[src/rtl/ctrl_pkg.sv]
// Shared definitions for the hardwired control sequencer: states, opcodes,
// ctrlsig bit positions and field encodings.
package ctrl_pkg;

    localparam int unsigned CTRL_W = 29;

    typedef enum logic [3:0] {
        S_IDLE  = 4'd0,
        S_F_AR  = 4'd1,
        S_F_RD  = 4'd2,
        S_F_IR  = 4'd3,
        S_DEC   = 4'd4,
        S_EX1   = 4'd5,
        S_SKIP  = 4'd6,
        S_OP_AR = 4'd7,
        S_OP_RD = 4'd8,
        S_OP_PC = 4'd9,
        S_M_AR  = 4'd10,
        S_M_RD  = 4'd11,
        S_M_AC  = 4'd12,
        S_M_WR  = 4'd13,
        S_HALT  = 4'd14
    } state_t;

    localparam logic [7:0] OP_NOP  = 8'h00;
    localparam logic [7:0] OP_MVAC = 8'h01;
    localparam logic [7:0] OP_ADD  = 8'h02;
    localparam logic [7:0] OP_SUB  = 8'h03;
    localparam logic [7:0] OP_JMP  = 8'h04;
    localparam logic [7:0] OP_JMPZ = 8'h05;
    localparam logic [7:0] OP_LDM  = 8'h06;
    localparam logic [7:0] OP_STM  = 8'h07;
    localparam logic [7:0] OP_HALT = 8'hFF;

    localparam int unsigned CS_WTA_EN = 1;
    localparam int unsigned CS_AC_BUS = 2;
    localparam int unsigned CS_AC_ALU = 3;
    localparam int unsigned CS_ALU_LO = 4;
    localparam int unsigned CS_SEL_LO = 7;
    localparam int unsigned CS_BUS_LO = 11;
    localparam int unsigned CS_PC_LD  = 14;
    localparam int unsigned CS_PC_INC = 15;
    localparam int unsigned CS_IR_LD  = 16;
    localparam int unsigned CS_AR_LD  = 17;
    localparam int unsigned CS_DR_LD  = 18;
    localparam int unsigned CS_TR_LD  = 19;
    localparam int unsigned CS_MEM_RD = 20;
    localparam int unsigned CS_MEM_WR = 21;

    localparam logic [2:0] BUS_WTA = 3'd0;
    localparam logic [2:0] BUS_PC  = 3'd1;
    localparam logic [2:0] BUS_IR  = 3'd2;
    localparam logic [2:0] BUS_AR  = 3'd3;
    localparam logic [2:0] BUS_DR  = 3'd4;
    localparam logic [2:0] BUS_AC  = 3'd5;

    localparam logic [2:0] ALU_PASS = 3'd0;
    localparam logic [2:0] ALU_ADD  = 3'd1;
    localparam logic [2:0] ALU_SUB  = 3'd2;

    localparam logic [1:0] ERR_NONE    = 2'b00;
    localparam logic [1:0] ERR_ILLEGAL = 2'b01;
    localparam logic [1:0] ERR_TIMEOUT = 2'b10;

    function automatic logic is_mem_state(input state_t s);
        return (s == S_F_RD) || (s == S_OP_RD) || (s == S_M_RD) || (s == S_M_WR);
    endfunction

endpackage

[src/rtl/ctrl_decode.sv]
// Combinational map from sequencer state and instruction fields to the
// datapath control bundle. Unlisted bits stay 0.
module ctrl_decode
    import ctrl_pkg::*;
(
    input  state_t             state,
    input  logic [7:0]         ir_opcode,
    input  logic [3:0]         ir_reg,
    input  logic               mem_ready,
    output logic [CTRL_W-1:0]  ctrlsig
);

    // Per-state control decode
    always_comb begin
        ctrlsig = '0;
        case (state)
            S_F_AR, S_OP_AR: begin
                ctrlsig[CS_BUS_LO +: 3] = BUS_PC;
                ctrlsig[CS_AR_LD]       = 1'b1;
            end
            S_F_RD, S_OP_RD: begin
                ctrlsig[CS_MEM_RD] = 1'b1;
                if (mem_ready) begin
                    ctrlsig[CS_DR_LD]  = 1'b1;
                    ctrlsig[CS_PC_INC] = 1'b1;
                end else begin
                    ctrlsig[CS_DR_LD]  = 1'b0;
                    ctrlsig[CS_PC_INC] = 1'b0;
                end
            end
            S_F_IR: begin
                ctrlsig[CS_BUS_LO +: 3] = BUS_DR;
                ctrlsig[CS_IR_LD]       = 1'b1;
            end
            S_EX1: begin
                ctrlsig[CS_WTA_EN]      = 1'b1;
                ctrlsig[CS_SEL_LO +: 4] = ir_reg;
                ctrlsig[CS_BUS_LO +: 3] = BUS_WTA;
                case (ir_opcode)
                    OP_MVAC: ctrlsig[CS_AC_BUS] = 1'b1;
                    OP_ADD: begin
                        ctrlsig[CS_ALU_LO +: 3] = ALU_ADD;
                        ctrlsig[CS_AC_ALU]      = 1'b1;
                    end
                    OP_SUB: begin
                        ctrlsig[CS_ALU_LO +: 3] = ALU_SUB;
                        ctrlsig[CS_AC_ALU]      = 1'b1;
                    end
                    default: ctrlsig[CS_ALU_LO +: 3] = ALU_PASS;
                endcase
            end
            S_SKIP: ctrlsig[CS_PC_INC] = 1'b1;
            S_OP_PC: begin
                ctrlsig[CS_BUS_LO +: 3] = BUS_DR;
                ctrlsig[CS_PC_LD]       = 1'b1;
            end
            S_M_AR: begin
                ctrlsig[CS_WTA_EN]      = 1'b1;
                ctrlsig[CS_SEL_LO +: 4] = ir_reg;
                ctrlsig[CS_BUS_LO +: 3] = BUS_WTA;
                ctrlsig[CS_AR_LD]       = 1'b1;
            end
            S_M_RD: begin
                ctrlsig[CS_MEM_RD] = 1'b1;
                if (mem_ready) begin
                    ctrlsig[CS_DR_LD] = 1'b1;
                end else begin
                    ctrlsig[CS_DR_LD] = 1'b0;
                end
            end
            S_M_AC: begin
                ctrlsig[CS_BUS_LO +: 3] = BUS_DR;
                ctrlsig[CS_AC_BUS]      = 1'b1;
            end
            S_M_WR: begin
                ctrlsig[CS_BUS_LO +: 3] = BUS_AC;
                ctrlsig[CS_MEM_WR]      = 1'b1;
            end
            default: ctrlsig = '0;
        endcase
    end

endmodule

[src/rtl/ctrl_sequencer.sv]
// Hardwired fetch/decode/execute sequencer with memory-ready stall, timeout
// and sticky error reporting. Control decode lives in ctrl_decode.
module ctrl_sequencer
    import ctrl_pkg::*;
#(
    parameter int unsigned MEM_TIMEOUT = 255
) (
    input  logic               clk,
    input  logic               rst_n,
    input  logic               start,
    input  logic [7:0]         ir_opcode,
    input  logic [3:0]         ir_reg,
    input  logic               z,
    input  logic               mem_ready,
    output logic [CTRL_W-1:0]  ctrlsig,
    output logic               busy,
    output logic               halted,
    output logic [1:0]         err
);

    localparam logic [8:0] TIMEOUT_LIM = 9'(MEM_TIMEOUT);

    state_t     state_r;
    state_t     state_s;
    logic [7:0] wait_cnt_r;
    logic [7:0] wait_cnt_s;
    logic [1:0] err_r;
    logic [1:0] err_s;
    logic       zq_r;
    logic       zq_s;
    logic       timeout_s;

    // zq is captured in DEC; the branch in DEC sees the value being captured
    assign zq_s      = (state_r == S_DEC) ? z : zq_r;
    assign timeout_s = ({1'b0, wait_cnt_r} + 9'd1) >= TIMEOUT_LIM;

    // Next-state, wait counter and error logic
    always_comb begin
        state_s    = state_r;
        wait_cnt_s = 8'd0;
        err_s      = err_r;
        case (state_r)
            S_IDLE: begin
                if (start) begin
                    state_s = S_F_AR;
                end else begin
                    state_s = S_IDLE;
                end
            end
            S_F_AR:  state_s = S_F_RD;
            S_F_IR:  state_s = S_DEC;
            S_F_RD, S_OP_RD, S_M_RD, S_M_WR: begin
                if (mem_ready) begin
                    case (state_r)
                        S_F_RD:  state_s = S_F_IR;
                        S_OP_RD: state_s = S_OP_PC;
                        S_M_RD:  state_s = S_M_AC;
                        default: state_s = S_F_AR;
                    endcase
                end else if (timeout_s) begin
                    state_s = S_HALT;
                    err_s   = ERR_TIMEOUT;
                end else begin
                    wait_cnt_s = wait_cnt_r + 8'd1;
                end
            end
            S_DEC: begin
                case (ir_opcode)
                    OP_NOP:                  state_s = S_F_AR;
                    OP_MVAC, OP_ADD, OP_SUB: state_s = S_EX1;
                    OP_JMP:                  state_s = S_OP_AR;
                    OP_JMPZ:                 state_s = zq_s ? S_OP_AR : S_SKIP;
                    OP_LDM, OP_STM:          state_s = S_M_AR;
                    OP_HALT:                 state_s = S_HALT;
                    default: begin
                        state_s = S_HALT;
                        err_s   = ERR_ILLEGAL;
                    end
                endcase
            end
            S_EX1, S_SKIP, S_OP_PC, S_M_AC: state_s = S_F_AR;
            S_OP_AR: state_s = S_OP_RD;
            S_M_AR: begin
                if (ir_opcode == OP_STM) begin
                    state_s = S_M_WR;
                end else begin
                    state_s = S_M_RD;
                end
            end
            S_HALT:  state_s = S_HALT;
            default: state_s = S_IDLE;
        endcase
    end

    // State, counter, error and zero-flag registers
    always_ff @(posedge clk or negedge rst_n) begin
        if (!rst_n) begin
            state_r    <= S_IDLE;
            wait_cnt_r <= 8'd0;
            err_r      <= ERR_NONE;
            zq_r       <= 1'b0;
        end else begin
            state_r    <= state_s;
            wait_cnt_r <= is_mem_state(state_r) ? wait_cnt_s : 8'd0;
            err_r      <= err_s;
            zq_r       <= zq_s;
        end
    end

    ctrl_decode u_decode (
        .state     (state_r),
        .ir_opcode (ir_opcode),
        .ir_reg    (ir_reg),
        .mem_ready (mem_ready),
        .ctrlsig   (ctrlsig)
    );

    assign busy   = (state_r != S_IDLE) && (state_r != S_HALT);
    assign halted = (state_r == S_HALT);
    assign err    = err_r;

endmodule

[config.mk]
export PLATFORM = sky130hd
export DESIGN_NAME = ctrl_sequencer
export DESIGN_NICKNAME = d
export VERILOG_FILES = /design/src/rtl/ctrl_pkg.sv /design/src/rtl/ctrl_decode.sv /design/src/rtl/ctrl_sequencer.sv
export SDC_FILE = /design/constraint.sdc
export NUM_CORES = 1
export LEC_CHECK = 0
export BUFFER_PORTS_ARGS = -buffer_cell sky130_fd_sc_hd__buf_2
export CORE_MARGIN = 1
export CORE_UTILIZATION = 40
export DETAILED_ROUTE_END_ITERATION = 7
export PLACE_DENSITY = 0.67
export SYNTH_ARGS = -nofsm -noshare
export SYNTH_HDL_FRONTEND = slang
export SYNTH_SLANG_ARGS = --single-unit
[constraint.sdc]
create_clock -name clk -period 4.4 [get_ports clk]
set_input_delay 0.88 -clock clk [delete_from_list [all_inputs] [get_ports clk]]
set_output_delay 0.88 -clock clk [all_outputs]
set_load 0.02 [all_outputs]
==> metrics.csv <==
stage;metric;value;unit
cts;cts_tree;yes;
die;coreArea;3340;um^2
placed_design;gp_congestion;0.769;
placed_design;place_ws;1.22;ns
worst_setup_path;path_class;in2out;
cts;clock_path_buffers;2;
worst_setup_path;cp-start-kind;input port;
placed_design;dp_hpwl;2170;um
job;cap_viol_max_count;0;
worst_setup_path;required;3.52;ns
layout;stdcell_area;1550;um^2
layout;area_delta_synth_final;11.4;%
timing;tightest_slew;0.856;ns
logic_synthesis;ys_async_sr_fraction;100;%
global_routing;grt_start_max_net_pins;28;
power_and_ir_drop;ir_drop;0.000245;V
logic_synthesis;ys_ff_latch;14;
placed_design;dp.cells;253;
die;chipWidth;61.0;um
global_routing;grt_pass1_vias;1090;
layout;fillCellCount;371;
worst_setup_path;slowest_stage;or4_4;
detailed_routing;vias;1344;
worst_setup_path;arrival;2.30;ns
worst_setup_path;path_max_fanout;4;
logic_synthesis;synth-edff-count;0;
placed_design;dpl_cell_area;1520;um^2
global_routing;antenna_found_initial;0;
cts;cts_root_buffer;clkbuf_4;
cts;clk_latency;0.29;ns
outcome;status;finished clean;
power_and_ir_drop;p_leak;0.732;nW
cts;path_clk_slew;0.09;ns
timing;maxSlewViolCount;0;
worst_setup_path;max_stage_delay;0.57;ns
global_routing;grtUsageMet2;24.4;%
timing;finalWorstSetupSlack;1.22;ns
global_routing;grt_pass1_wl;4820;um
detailed_routing;drtAntennaViolNets;0;
detailed_routing;post-route-drc-count;0;
die;fp-row-count;21;
timing;period_needed;3.18;ns
timing;hold_ws;0.469;ns
layout;finalNonFillerCells;257;
detailed_routing;drt-wirelength-per-cell;11.2;um
cts;clkSinkCount;14;
cts;numCtsBuffers;3;
global_routing;met3_usage;3.15;%
detailed_routing;drt_iter0_drc;39;
worst_hold_path;hold_class;in2async;
detailed_routing;viasPerCell;5.23;
global_routing;top_usage_layer;met1;
cts;cts_htree_levels;1;
placed_design;io_buffers;38;
global_routing;met1_usage;26.6;%
worst_setup_path;r2r_cells;5;
timing;finalHoldViolCount;0;
global_routing;grt_overflow;0;
layout;drive_gt1_share;23.2;%
logic_synthesis;yosys_warnings;0;
layout;nets;231;
detailed_routing;drt_wl_total;2880;um
power_and_ir_drop;powerDensity;559;nW/um^2
logic_synthesis;syn-mean-instance-area;7.66;um^2
timing;finClkSkew;0.00217;ns
timing;fin_crit_sh;72.3;%
die;num_io_pins;50;
timing;rsz0062_at_grt;no;
timing;fin_tns_setup;0;ns
logic_synthesis;yosysUniqueCellTypes;52;
logic_synthesis;syn_inst;182;
logic_synthesis;synthesis.area;1390;um^2
timing;fmax;0.314;GHz
layout;n_antenna_cell;0;
cts;cts_setup_buffers;0;
worst_setup_path;worst_setup_path_end_kind;output port;
logic_synthesis;synthFlopType;dfrtp_1;
cts;holdBufCountCts;0;
timing;finalSetupViolCount;0;
die;initial_core_util;41.8;%
worst_setup_path;path_cells;buf_2, or4_4, nor3_1, and3_1, nor2b_1, buf_2;
die;die_h;61.0;um
detailed_routing;drt_first_pass_iters;4;
timing;slew_headroom;42.5;%
worst_setup_path;crit_top_cell;buf_2;
die;dieArea;3720;um^2
logic_synthesis;seq_area_frac_synth;25.1;%
cts;cts.repair.resized;0;
global_routing;grtUsageTotal;17.0;%
[layer usage]
layer | part of all wire, % | wire length (um)
met5 | 0 | 0
met4 | 0.87 | 25
met3 | 5.1 | 146
met2 | 43 | 1240
met1 | 51 | 1470
[critical path: cells and delay by family]
family	cells	cell delay (ns)
simple gates	4	1.15
buf+inv	2	0.27
[state kept, by name (all words and copies together) (netlist names)]
register	flops
err	2
wait_cnt_r	8
state_r	4
[synth_stat cells, types with 2 or more instances]
cell type / n / area share (%)
nor3b_1: 3 / 1.6
a211oi_1: 2 / 1.1
a31oi_1: 2 / 0.90
buf_6: 2 / 1.6
o21a_1: 2 / 1.1
buf_4: 15 / 8.1
buf_2: 3 / 1.1
o22ai_1: 3 / 1.3
dfrtp_1: 14 / 25
a32o_1: 2 / 1.4
a21oi_1: 9 / 3.2
a22oi_1: 3 / 1.6
xnor2_1: 3 / 1.9
ha_1: 2 / 1.8
nor3_1: 6 / 2.2
inv_1: 6 / 1.6
o31ai_1: 2 / 1.1
and2_1: 3 / 1.3
xor2_1: 4 / 2.5
nor2_1: 21 / 5.7
nand3_1: 6 / 2.2
nor2b_1: 10 / 4.5
nand4_1: 2 / 0.90
or3_1: 2 / 0.90
and3_1: 4 / 1.8
a21o_1: 2 / 1.1
nand2_1: 12 / 3.2
o21ai_0: 8 / 2.9
nand2b_1: 6 / 2.7
[final cells by class]
| cell class | count | area (um^2) | area share [%] |
|---|---|---|---|
| multi-input combinational | 149 | 896 | 57.7 |
| sequential | 14 | 350 | 22.6 |
| timing repair buffer | 38 | 190 | 12.2 |
| tap | 46 | 57.6 | 3.71 |
| clock buffer | 4 | 36.3 | 2.34 |
| inverter | 6 | 22.5 | 1.45 |
[cells by family after synthesis]
logic type      count (synthesis)  synth area share (%)
fa+ha+maj                       2                  1.80
other cells                     1                 0.269
flops                          14                  25.1
simple gates                   80                  30.4
buf+inv                        29                  13.3
mux                             2                  1.53
compound gates                 47                  23.2
xor+xnor                        7                  4.40
[stage by stage]
step / total power, W / util (%)
floorplan: 0.000695 / -
global placement: 0.000777 / 45.4
detailed placement: 0.000777 / 45.4
CTS: 0.000874 / 46.5
global route: 0.000953 / 46.5
finish: 0.000868 / 46.5
[worst paths after layout]
kind                                   startpoint                       to  slack [ns]
setup / recovery                     ir_opcode[5]               ctrlsig[4]        1.22
hold / removal                              rst_n  wait_cnt_r[5]$_DFF_PN0_        0.47
setup reg to reg           state_r[1]$_DFFE_PN0P_   state_r[1]$_DFFE_PN0P_        2.02
hold reg to reg                err[1]$_DFFE_PN0P_       err[1]$_DFFE_PN0P_        0.48
max in group asynchronous                   rst_n  wait_cnt_r[7]$_DFF_PN0_        3.69
min in group clk               err[1]$_DFFE_PN0P_       err[1]$_DFFE_PN0P_        0.48
[power by group]
group / switching [W] / leakage [nW] / internal (W)
combinational: 0.000289 / 0.527 / 0.000218
sequential: 0.000110 / 0.184 / 0.000157
clock: 0.0000439 / 0.0210 / 0.0000504
[placed cells by master, fill, tap and decap left out, types with 8 or more instances in the layout]
cell type / Yosys / final
a21oi_1: 9 / 9
buf_2: 3 / 38
conb_1: 1 / 11
dfrtp_1: 14 / 14
nand2_1: 12 / 12
nor2_1: 21 / 21
nor2b_1: 10 / 10
o21ai_0: 8 / 8
Power figures use the tool's default switching activity.
